## src/rtl/red_pkg.sv

```systemverilog
// Shared types and size helpers for the multi-cycle lane-reduction adder.
package red_pkg;

  typedef enum logic [1:0] {IDLE, ACCUM, DONE} state_t;

  localparam int MAX_W = 64;

  function automatic int num_el(input int data_w, input int lane_w);
    return 2 * data_w / lane_w;
  endfunction

  function automatic int num_cyc(input int data_w, input int lane_w, input int lanes_per_cyc);
    return num_el(data_w, lane_w) / lanes_per_cyc;
  endfunction

  // One guard bit above the worst-case lane sum keeps signed sums from wrapping.
  function automatic int acc_w(input int data_w, input int lane_w);
    return lane_w + $clog2(num_el(data_w, lane_w)) + 1;
  endfunction

  function automatic logic [MAX_W-1:0] ext_lane(input logic [MAX_W-1:0] lane,
                                                input int lane_w, input logic sgn);
    logic [MAX_W-1:0] r;
    r = '0;
    for (int i = 0; i < MAX_W; i++)
      r[i] = (i < lane_w) ? lane[i] : (sgn & lane[lane_w-1]);
    return r;
  endfunction

endpackage

```

## src/rtl/red_lane_adder.sv

```systemverilog
// Combinational step of the reduction: adds LANES_PER_CYC extended lanes onto the running sum.
module red_lane_adder
  import red_pkg::*;
#(
  parameter int LANE_W        = 4,
  parameter int LANES_PER_CYC = 2,
  parameter int ACC_W         = 8
) (
  input  logic [LANES_PER_CYC*LANE_W-1:0] lanes,
  input  logic                            lane_signed,
  input  logic [ACC_W-1:0]                acc_in,
  output logic [ACC_W-1:0]                acc_out
);

  logic [MAX_W-1:0] lane_raw;

  // NOTE: combinational blocks use blocking '=' so each loop iteration sees the previous partial sum.
  always_comb begin
    acc_out  = acc_in;
    lane_raw = '0;
    for (int i = 0; i < LANES_PER_CYC; i++) begin
      lane_raw = MAX_W'(lanes[i*LANE_W +: LANE_W]);
      acc_out  = acc_out + ACC_W'(ext_lane(lane_raw, LANE_W, lane_signed));
    end
  end

endmodule

```

## src/rtl/red_tree_seq.sv

```systemverilog
// Multi-cycle signed/unsigned lane-sum reduction with valid/ready on both sides.
// Optional clamping of the final sum and the out_sat flag are built when RED_SAT_EN is defined.
module red_tree_seq
  import red_pkg::*;
#(
  parameter int DATA_W        = 16,
  parameter int LANE_W        = 4,
  parameter int LANES_PER_CYC = 2,
  parameter int SAT_W         = 6
) (
  input  logic              clk,
  input  logic              rst,
  input  logic              in_valid,
  output logic              in_ready,
  input  logic [DATA_W-1:0] in_a,
  input  logic [DATA_W-1:0] in_b,
  input  logic              in_signed,
  output logic              out_valid,
  input  logic              out_ready,
  output logic [DATA_W-1:0] out_s
`ifdef RED_SAT_EN
  ,
  output logic              out_sat
`endif
);

  localparam int NUM_CYC = num_cyc(DATA_W, LANE_W, LANES_PER_CYC);
  localparam int ACC_W   = acc_w(DATA_W, LANE_W);
  localparam int STEP    = LANES_PER_CYC * LANE_W;
  localparam int CNT_W   = (NUM_CYC > 1) ? $clog2(NUM_CYC) : 1;

  state_t              state, state_nxt;
  logic [2*DATA_W-1:0] sreg;
  logic [ACC_W-1:0]    acc, acc_nxt, res;
  logic [CNT_W-1:0]    cnt;
  logic                sgn;
  logic                last;
  logic                accept;

  assign last   = (cnt == CNT_W'(NUM_CYC - 1));
  assign accept = in_valid && in_ready;

  red_lane_adder #(
    .LANE_W        (LANE_W),
    .LANES_PER_CYC (LANES_PER_CYC),
    .ACC_W         (ACC_W)
  ) u_lane_adder (
    .lanes       (sreg[STEP-1:0]),
    .lane_signed (sgn),
    .acc_in      (acc),
    .acc_out     (acc_nxt)
  );

`ifdef RED_SAT_EN
  localparam logic signed [ACC_W-1:0] SMAX = ACC_W'((1 << (SAT_W - 1)) - 1);
  localparam logic signed [ACC_W-1:0] SMIN = ~SMAX;
  localparam logic        [ACC_W-1:0] UMAX = ACC_W'((1 << SAT_W) - 1);
  logic res_sat;

  always_comb begin
    res     = acc_nxt;
    res_sat = 1'b0;
    if (sgn) begin
      if ($signed(acc_nxt) > SMAX) begin
        res     = SMAX;
        res_sat = 1'b1;
      end else if ($signed(acc_nxt) < SMIN) begin
        res     = SMIN;
        res_sat = 1'b1;
      end
    end else if (acc_nxt > UMAX) begin
      res     = UMAX;
      res_sat = 1'b1;
    end
  end
`else
  assign res = acc_nxt;
`endif

  // NOTE: sequential state uses non-blocking '<=' so every register samples pre-edge values.
  always_ff @(posedge clk or posedge rst) begin
    if (rst) state <= IDLE;
    else     state <= state_nxt;
  end

  // NOTE: every output of this block gets a default first, so no path can infer a latch.
  always_comb begin
    state_nxt = state;
    in_ready  = 1'b0;
    case (state)
      IDLE: begin
        in_ready = 1'b1;
        if (in_valid) state_nxt = ACCUM;
      end
      ACCUM: if (last) state_nxt = DONE;
      DONE: begin
        // Retiring the result frees the block, so a new operand pair may enter on the same edge.
        in_ready = out_ready;
        if (out_ready) state_nxt = in_valid ? ACCUM : IDLE;
      end
      default: state_nxt = IDLE;
    endcase
  end

  always_ff @(posedge clk or posedge rst) begin
    if (rst) begin
      sreg      <= '0;
      acc       <= '0;
      cnt       <= '0;
      sgn       <= 1'b0;
      out_s     <= '0;
      out_valid <= 1'b0;
`ifdef RED_SAT_EN
      out_sat   <= 1'b0;
`endif
    end else begin
      if (accept) begin
        sreg <= {in_b, in_a};
        sgn  <= in_signed;
        acc  <= '0;
        cnt  <= '0;
      end else if (state == ACCUM) begin
        acc  <= acc_nxt;
        sreg <= sreg >> STEP;
        cnt  <= cnt + CNT_W'(1);
      end

      if (state == ACCUM && last) begin
        out_valid <= 1'b1;
        out_s     <= {{(DATA_W-ACC_W){sgn & res[ACC_W-1]}}, res};
`ifdef RED_SAT_EN
        out_sat   <= res_sat;
`endif
      end else if (state == DONE && out_ready) begin
        out_valid <= 1'b0;
      end
    end
  end

endmodule

```

## config.mk

```make
export PLATFORM = sky130hd
export DESIGN_NAME = red_tree_seq
export DESIGN_NICKNAME = d
export VERILOG_FILES = /design/src/rtl/red_pkg.sv /design/src/rtl/red_lane_adder.sv /design/src/rtl/red_tree_seq.sv
export SDC_FILE = /design/constraint.sdc
export NUM_CORES = 1
export LEC_CHECK = 0
export CAP_MARGIN = 30
export CORE_ASPECT_RATIO = 1.4
export CORE_MARGIN = 2
export CORE_UTILIZATION = 55
export CTS_CLUSTER_SIZE = 30
export DETAILED_ROUTE_END_ITERATION = 16
export HOLD_SLACK_MARGIN = 0.15
export PLACE_DENSITY_LB_ADDON = 0.12
export SETUP_SLACK_MARGIN = 0.5
export SLEW_MARGIN = 25
export SYNTH_ARGS = -nofsm -noshare
export SYNTH_HDL_FRONTEND = slang
export SYNTH_SLANG_ARGS = --single-unit
```

## constraint.sdc

```tcl
create_clock -name clk -period 5.3 [get_ports clk]
set_clock_uncertainty 0.1 [all_clocks]
set_input_delay 0.53 -clock clk [delete_from_list [all_inputs] [get_ports clk]]
set_output_delay 0.53 -clock clk [all_outputs]
set_load 0.005 [all_outputs]
```

Word-level counts from Yosys, hierarchy flattened
Index checks and enable logic that the tools add are counted.
{"block": "word_totals", "reg_bits": 55, "inputBits": 37}
{"block": "op_classes", "add_sub_neg": 3, "n_eq_ne": 6, "muxes": 14, "n_bitwise": 3, "reduce_logical": 7}
{"cell": "$mux W32", "count": 2}
{"cell": "$add A8 B8 Y8", "count": 2}
{"cell": "$mux W8", "count": 2}
{"cell": "$mux W2", "count": 5}
{"cell": "$ne A2 B2 Y1 const B", "count": 3}
{"cell": "$pmux W2 S3", "count": 1}
{"cell": "$eq A2 B2 Y1 const B", "count": 2}
{"cell": "$reduce_bool A2 Y1", "count": 2}
{"cell": "$and A1 B1 Y1", "count": 3}
{"cell": "$logic_and A1 B1 Y1", "count": 3}
{"cell": "$mux W1", "count": 3}
{"cell": "$reduce_and A3 Y1", "count": 1}
{"cell": "$add A2 B1 Y2 const B", "count": 1}
{"cell": "$eq A2 B1 Y1 const B", "count": 1}
{"cell": "$logic_not A2 Y1", "count": 1}
{"cell": "$pmux W1 S2", "count": 1}

Depth between registers and ports, before layout
Gate-level depths: netlist (run 1).
{"block": "logic_depth", "ltp_word": 5, "depth_mapped": 9, "mapped_depth_nobuf": 9}

By module
Synthesis (run 1) repeated with hierarchy kept, for this count alone.
{"block": "hier_totals", "hier_cells": 293, "area_unflattened_um2": 3052.9}
{"mod": "red_tree_seq", "instances": 1, "cells_per_inst": 238, "area_per_inst_um2": 2581.2}
{"mod": "red_lane_adder", "instances": 1, "cells_per_inst": 55, "area_per_inst_um2": 471.7}

Worst setup path before layout (run 1)
OpenSTA, ideal clock, no wires.
{"block": "synth_path", "path_type": "register to register", "start": "register sreg[3]", "end": "register acc[7]", "setup_ns": 0.080, "t_arrival_ns": 2.380, "required_ns": 5.120, "path_slack_ns": 2.741, "stages_incl_launch_ff": 9, "period_less_slack_ns": 2.559, "cell_sequence": "dfrtp_1 > nand2_1 > inv_1 > fa_1 > ha_1 > and3_4 > a2111oi_4 > xnor3_1 > o22ai_2"}
{"block": "synth_via", "elab_chain_cells": 5}
{"element": "start: declaration", "line": "red_tree_seq.sv:33", "source": "logic [2*DATA_W-1:0] sreg;"}
{"element": "start signal: assignment", "line": "red_tree_seq.sv:118", "source": "sreg <= {in_b, in_a};"}
{"element": "start signal: assignment", "line": "red_tree_seq.sv:124", "source": "sreg <= sreg >> STEP;"}
{"element": "$and A1 B1 Y1"}
{"element": "$add A8 B8 Y8 * (2 in a row)", "line": "red_lane_adder.sv:23", "source": "acc_out = acc_out + ACC_W'(ext_lane(lane_raw, LANE_W, lane_signed));"}
{"element": "$mux W8 *", "line": "red_tree_seq.sv:122", "source": "end else if (state == ACCUM) begin"}
{"element": "$mux W8 *", "line": "red_tree_seq.sv:117", "source": "if (accept) begin"}
{"element": "end signal: assignment", "line": "red_tree_seq.sv:123", "source": "acc <= acc_nxt;"}
{"element": "end: declaration", "line": "red_tree_seq.sv:34", "source": "logic [ACC_W-1:0] acc, acc_nxt, res;"}
Every way passes the cells marked *; elsewhere a longest branch is shown, timed or not. The select of a mux whose other input is x is not followed.
A chain may end at the register's enable or synchronous reset.

Worst setup path in the final report (run 1)
Ends and elaborated chain as after synthesis.

==> results.txt, run 1 <==
Final Cell Area = 0.003442 sq mm
number of cells produced by synthesis = 283
share of total power in sequential cells = 0.310
chip width = 64.06 microns
Clk pin slew, worst setup/hold paths = 0.09 ns
antenna violations before repair = 0
postcts setup bufs = 0
final period demand of the worst path = 2.746 ns
highest-count cells in the layout ignoring fill and taps = sky130_fd_sc_hd__nand2_1, sky130_fd_sc_hd__dfrtp_1, sky130_fd_sc_hd__clkdlybuf4s50_1
endpoints failing hold = 0
aggregate global-route resource usage = 0.2130
layout cell share with drive strength beyond 1 = 0.07927
Longest Clk Path Bufs = 2
dpl cell area = 0.003318 sq mm
Worst path max stage delay = 0.46 ns
clock network latency to the later pin of the worst-skew pair = 0.31 ns
largest voltage drop on the vdd net = 0.2804 mV
leading cell type in the layout, fill and taps excluded = sky130_fd_sc_hd__nand2_1
TritonCTS clock tree = yes
post-route DRC violation count = 0
total gr overflow = 0
crit path capture type = flip-flop
Final Setup Violations = 0
share of the yosys chip area belonging to registers = 0.4955
height of the die = 88.09 microns
count of H-tree levels built during CTS = 2
max-cap violations = 0
DR vias/cell = 5.293
number of enable flip-flop cells after synthesis = 0
fillers = 384
register bit total from synthesis = 55
Arr. time, crit path = 2.87 ns
fraction of power consumed by combinational cells = 0.586
Int Pwr = 1402 uW
wire length of the first global-routing pass = 9328 microns
Post-Route Utilization = 0.7109
net count of the finished layout = 379
outcome = finished, final reports clean
Detailed Routing Iterations Pass 1 = 4
# placed instances = 383
Final Routed Wirelength = 5261 microns
# port buffers = 54
Data required, critical path = 5.43 ns
Num CTS Buffers = 5
Clk network pwr share = 0.104
Hold-fix buffers, CTS = 0
buffers and inverters on the worst path = 1
critical-path cell list = nand2_1 -> inv_1 -> fa_1 -> ha_1 -> and3_4 -> a2111oi_4 -> xnor3_1 -> o22ai_2
Routability Congestion = 0.8149
unrepaired setup endpoints after global routing = false
most used flip-flop cell after synthesis = sky130_fd_sc_hd__dfrtp_1
final cell count without fillers = 392
yosys warns = 0
family with the most delay on the worst path = adder cells
synthesized netlist net count = 335
setup tns final = 0 ns
Post-Synthesis Mean Instance Area = 9.815 sq um
half-perimeter wire length after placement = 3601 microns
placeable core area = 0.004842 sq mm
slowest stage cell, crit path = sky130_fd_sc_hd__fa_1
critical path startpoint category = flip-flop
number of core rows = 30
layout-stage area growth over the synthesis result = 23.92%
cell area after synthesis = 0.002778 sq mm
pin count of the biggest net entering global routing = 56
total design power = 2413 uW
pwr/cell area = 701.0 mW/mm^2
root buffer cell = sky130_fd_sc_hd__clkbuf_8
antenna diode count = 0
share of flip-flops with an asynchronous set or reset after synthesis = 1.000
WL/cell = 13.42 microns
Max Freq = 364.2 MHz
DIE AREA = 0.005643 sq mm
ports placed on the boundary = 55
count of routing violations after the opening detailed-route iteration = 72
Final period util = 0.5180
number of nets with antenna violations after detailed routing = 0
number of vias in the routed layout = 2075
sw frac = 0.4188
setup slack of the worst register-to-register path = 2.55 ns
Cell variety after synth = 37
final count of pins violating max slew = 0
biggest fanout along the worst timing path = 8
Min-Delay Path Class = flip-flop to flip-flop
number of global-route vias before repair = 2151
starting utilization of the core area = 0.5736
transition time at the pin with the least slew margin = 0.6701 ns
post_cts resized = 0
clock tree sinks = 55
P_sw = 1010 uW
worst slew slack as a fraction of its limit = 0.5519
static leakage = 0.001629 uW
Crit Path Class = flip-flop to flip-flop
sequential cells by signal, summed over array words and instances, names as in the netlist:
register	flops
acc	8
cnt	2
out_s	9
out_valid	1
sgn	1
sreg	32
state	2
cells in the mapped netlist (all sizes together) (3+ instances only):
| cell type | count | area [sq um] |
|---|---|---|
| o22ai | 5 | 37.53 |
| a22oi | 24 | 180.2 |
| clkbuf | 7 | 26.28 |
| a21o | 5 | 37.54 |
| fa | 6 | 120.1 |
| a21oi | 5 | 25.02 |
| and2 | 3 | 18.77 |
| dfrtp | 55 | 1376 |
| and3 | 3 | 25.03 |
| nand3 | 5 | 25.02 |
| o21ai | 19 | 95.09 |
| nor2 | 3 | 11.26 |
| mux2 | 3 | 33.78 |
| xnor2 | 3 | 26.28 |
| inv | 9 | 33.78 |
| buf | 15 | 91.33 |
| ha | 9 | 112.6 |
| nand2 | 87 | 326.6 |
| xor2 | 4 | 35.03 |
logic make-up after synthesis:
kind of cell / count (synthesis) / synth area share
simple gates: 106 / 0.1577
compound gates: 65 / 0.1662
flops: 55 / 0.4955
buf+inv: 31 / 0.05450
fa+ha+maj: 15 / 0.08379
xor+xnor: 8 / 0.03018
mux: 3 / 0.01216
power groups by stage:
stage,Sequential [uW],Clock [uW],Combinational [uW]
global placement,751,0,1380
global route,771,272,1620
finish,748,250,1410
detailed placement,759,0,1410
CTS,749,259,1420
floorplan,734,0,1060
stage by stage:
| stage | hold slack, ns | setup slack, ns |
|---|---|---|
| after global routing | 0.4094 | 2.414 |
| after detailed placement | 0.3634 | 2.565 |
| final | 0.3831 | 2.554 |
| after global placement | 0.3583 | 2.616 |
| after CTS | 0.3866 | 2.545 |
| after floorplan | 0.3459 | 2.741 |
cell type report:
class / count / area [sq um] / share of cell area
Tap cell: 64 / 80.08 / 0.02326
Timing Repair Buffer: 59 / 594.3 / 0.1727
Inverter: 9 / 33.78 / 0.009815
Multi-Input combinational cell: 197 / 1254 / 0.3642
Clock inverter: 1 / 7.507 / 0.002181
Clock buffer: 7 / 96.34 / 0.02799
Sequential cell: 55 / 1376 / 0.3999
worst min-delay path: cells and delay by family (launching register included):
family        cells  cell delay, ns
simple gates      2            0.10
flops             1            0.35
final timing paths:
check / from / to / cells after the start
max: sreg[3] / acc[7] / 8
min: sreg[10] / sreg[10] / 2
max reg2reg: sreg[3] / acc[7] / 8
min reg2reg: sreg[10] / sreg[10] / 2
max in group asynchronous: rst / sreg[11] / 3
min in group asynchronous: rst / sreg[15] / 3
per-layer routing:
layer / vias to the layer above / share of wire / global-route usage
met4: 0 / 0.013 / 0.08103
met1: 984 / 0.44 / 0.2523
met3: 6 / 0.035 / 0.04499
li1: 1039 / - / -
met5: - / 0 / 0
met2: 46 / 0.51 / 0.3788
Power figures use the tool's default switching activity.
==> inputs of run 2 (changes only) <==
- CORE_UTILIZATION: 55 -> 51
- clock period: 5.3 -> 2.78 ns (I/O delays scaled with it)
==> results.txt, run 2 (same netlist as run 1, synthesis figures left out) <==
outcome = finished, final reports clean
Data required, critical path = 2.90 ns (-2.53 ns)
Clk pin slew, worst setup/hold paths = 0.09 ns (about the same)
unrepaired setup endpoints after global routing = true
leading cell type in the layout, fill and taps excluded = sky130_fd_sc_hd__nand2_1
Num CTS Buffers = 5 (unchanged)
Largest Register = sreg
count of routing violations after the opening detailed-route iteration = 116 (+61%)
wire length of the first global-routing pass = 9335 microns (about the same)
worst slew slack as a fraction of its limit = 0.5459 (-0.005971)
ports placed on the boundary = 55 (unchanged)
number of nets with antenna violations after detailed routing = 0 (unchanged)
DIE AREA = 0.006061 sq mm (+7.4%)
placeable core area = 0.005197 sq mm (+7.3%)
largest voltage drop on the vdd net = 0.6616 mV (+140%)
met1 track demand over resource in global routing = 0.2631 (+0.01073)
endpoints failing hold = 0 (unchanged)
most utilized layer in the global route result = met2
FF-to-FF Start = sreg[1]
count of H-tree levels built during CTS = 2 (unchanged)
grt met2 use = 0.3258 (-0.05295)
setup tns final = 0 ns (unchanged)
# port buffers = 54 (unchanged)
Detailed Routing Iterations Pass 1 = 4 (unchanged)
root buffer cell = sky130_fd_sc_hd__clkbuf_8
Min-Delay Path Class = input pin to asynchronous set/reset pin
final count of pins violating max slew = 0 (unchanged)
pwr/cell area = 1373 mW/mm^2 (+96%)
half-perimeter wire length after placement = 3929 microns (+9.1%)
antenna diode count = 0 (unchanged)
total area of multi-input combinational cells = 0.001300 sq mm (+3.7%)
Final Routed Wirelength = 5548 microns (+5.5%)
aggregate global-route resource usage = 0.2006 (-0.01244)
minimum hold slack = 0.2648 ns (-0.1183 ns)
net count of the finished layout = 382 (+0.79%)
antenna violations before repair = 0 (unchanged)
register area = 0.001378 sq mm (about the same)
routing usage on met3 = 0.04957 (+0.004579)
highest-count cells in the layout ignoring fill and taps = sky130_fd_sc_hd__nand2_1, sky130_fd_sc_hd__dfrtp_1, sky130_fd_sc_hd__clkdlybuf4s50_1
Arr. time, crit path = 2.74 ns (-0.13 ns)
starting utilization of the core area = 0.5344 (-0.03922)
chip width = 66.37 microns (+3.6%)
crit path capture type = flip-flop
Routability Congestion = 0.7763 (-4.7%)
height of the die = 91.32 microns (+3.7%)
total gr overflow = 0 (unchanged)
biggest fanout along the worst timing path = 3 (-5)
post-route DRC violation count = 0 (unchanged)
max-cap violations = 0 (unchanged)
Longest Clk Path Bufs = 2 (unchanged)
layout cell share with drive strength beyond 1 = 0.1033 (+0.02408)
Final period util = 0.9427 (+0.4247)
final period demand of the worst path = 2.621 ns (-0.1247 ns)
Max Freq = 381.6 MHz (+4.8%)
Crit Path Class = flip-flop to flip-flop
TritonCTS clock tree = yes
number of core rows = 31 (+3.3%)
clock network latency to the later pin of the worst-skew pair = 0.30 ns (about the same)
Final Setup Violations = 0 (unchanged)
fillers = 455 (+18%)
pin count of the biggest net entering global routing = 30 (-46%)
static leakage = 0.001633 uW (+0.23%)
DR vias/cell = 5.251 (-0.81%)
number of vias in the routed layout = 2074 (-0.048%)
layout-stage area growth over the synthesis result = 25.41%
largest registers ranked by flip-flop count = sreg x32, out_s x9, acc x8
number of global-route vias before repair = 1982 (-7.9%)
Critical path origin = sreg[1]
number of flip-flops under the largest register name = 32 (unchanged)
clock tree sinks = 55 (unchanged)
WL/cell = 14.05 microns (+4.7%)
transition time at the pin with the least slew margin = 0.6811 ns (+0.01098 ns)
critical path startpoint category = flip-flop
-- run 2: cell count changes in the layout (fill, tap and decap cells not counted), sizes merged --
cell	before	now
clkbuf	7	5
buf	5	8
-- run 2: metrics by stage --
stage	setup slack [ns]	power, uW	util	cells	cell area (sq um)
floorplan	0.2948	3490	-	283	2798
global placement	0.1975	4160	0.6473	387	3364
detailed placement	0.1736	4243	0.6473	387	3364
CTS	0.1594	4738	0.6659	394	3461
global route	0.02798	5220	0.6702	395	3483
finish	0.1592	4783	0.6702	395	3483
-- run 2: final cells by class --
| type | instances | share of cell area |
|---|---|---|
| flip-flops and latches | 55 | 0.3955 |
| inverters | 9 | 0.009698 |
| well taps | 66 | 0.02371 |
| clock buffers | 5 | 0.01976 |
| repair buffers | 62 | 0.1760 |
| clock inverters | 1 | 0.002155 |
| multi-input cells | 197 | 0.3732 |
-- run 2: per-layer routing --
metal  vias to the layer above  part of all wire
met5                         -                 0
met4                         0             0.019
met3                         8             0.041
met2                        48              0.53
met1                       973              0.41
li1                       1045                 -
-- run 2: power breakdown --
group          switching (uW)  internal, uW  total, uW
clock                     245           168        413
sequential                253          1180       1440
combinational            1510          1420       2930
total                    2010          2780       4780
-- run 2: repair_timing --
item | 4_1_cts | 5_1_grt
cloned | 0 | 0
pin swaps | 4 | 1
gates resized for setup | 1 | 3
endpoints found under the setup margin | 7 | 7
buffers inserted | 1 | 1
hold buffers | 0 | 0
hold endpoints to repair | 0 | 0
-- run 2: critical path: stages (launching register included) --
cell and delay (ns):
sky130_fd_sc_hd__dfrtp_1 0.41, sky130_fd_sc_hd__fa_1 0.49, sky130_fd_sc_hd__ha_2 0.20, sky130_fd_sc_hd__fa_2 0.36
sky130_fd_sc_hd__a21o_1 0.21, sky130_fd_sc_hd__a2111oi_4 0.31, sky130_fd_sc_hd__xnor3_1 0.31, sky130_fd_sc_hd__o22ai_2 0.15
-- run 2: path summary, 6_finish.rpt --
| check | end | slack [ns] | depth (start not counted) |
|---|---|---|---|
| worst min-delay path | sreg[15] | 0.26 | 2 |
| min in group clk | sreg[4] | 0.38 | 2 |
| worst max register to register | acc[7] | 0.16 | 7 |
| worst max-delay path | acc[7] | 0.16 | 7 |
| max in group asynchronous | sreg[1] | 1.75 | 3 |
| worst min register to register | sreg[4] | 0.38 | 2 |
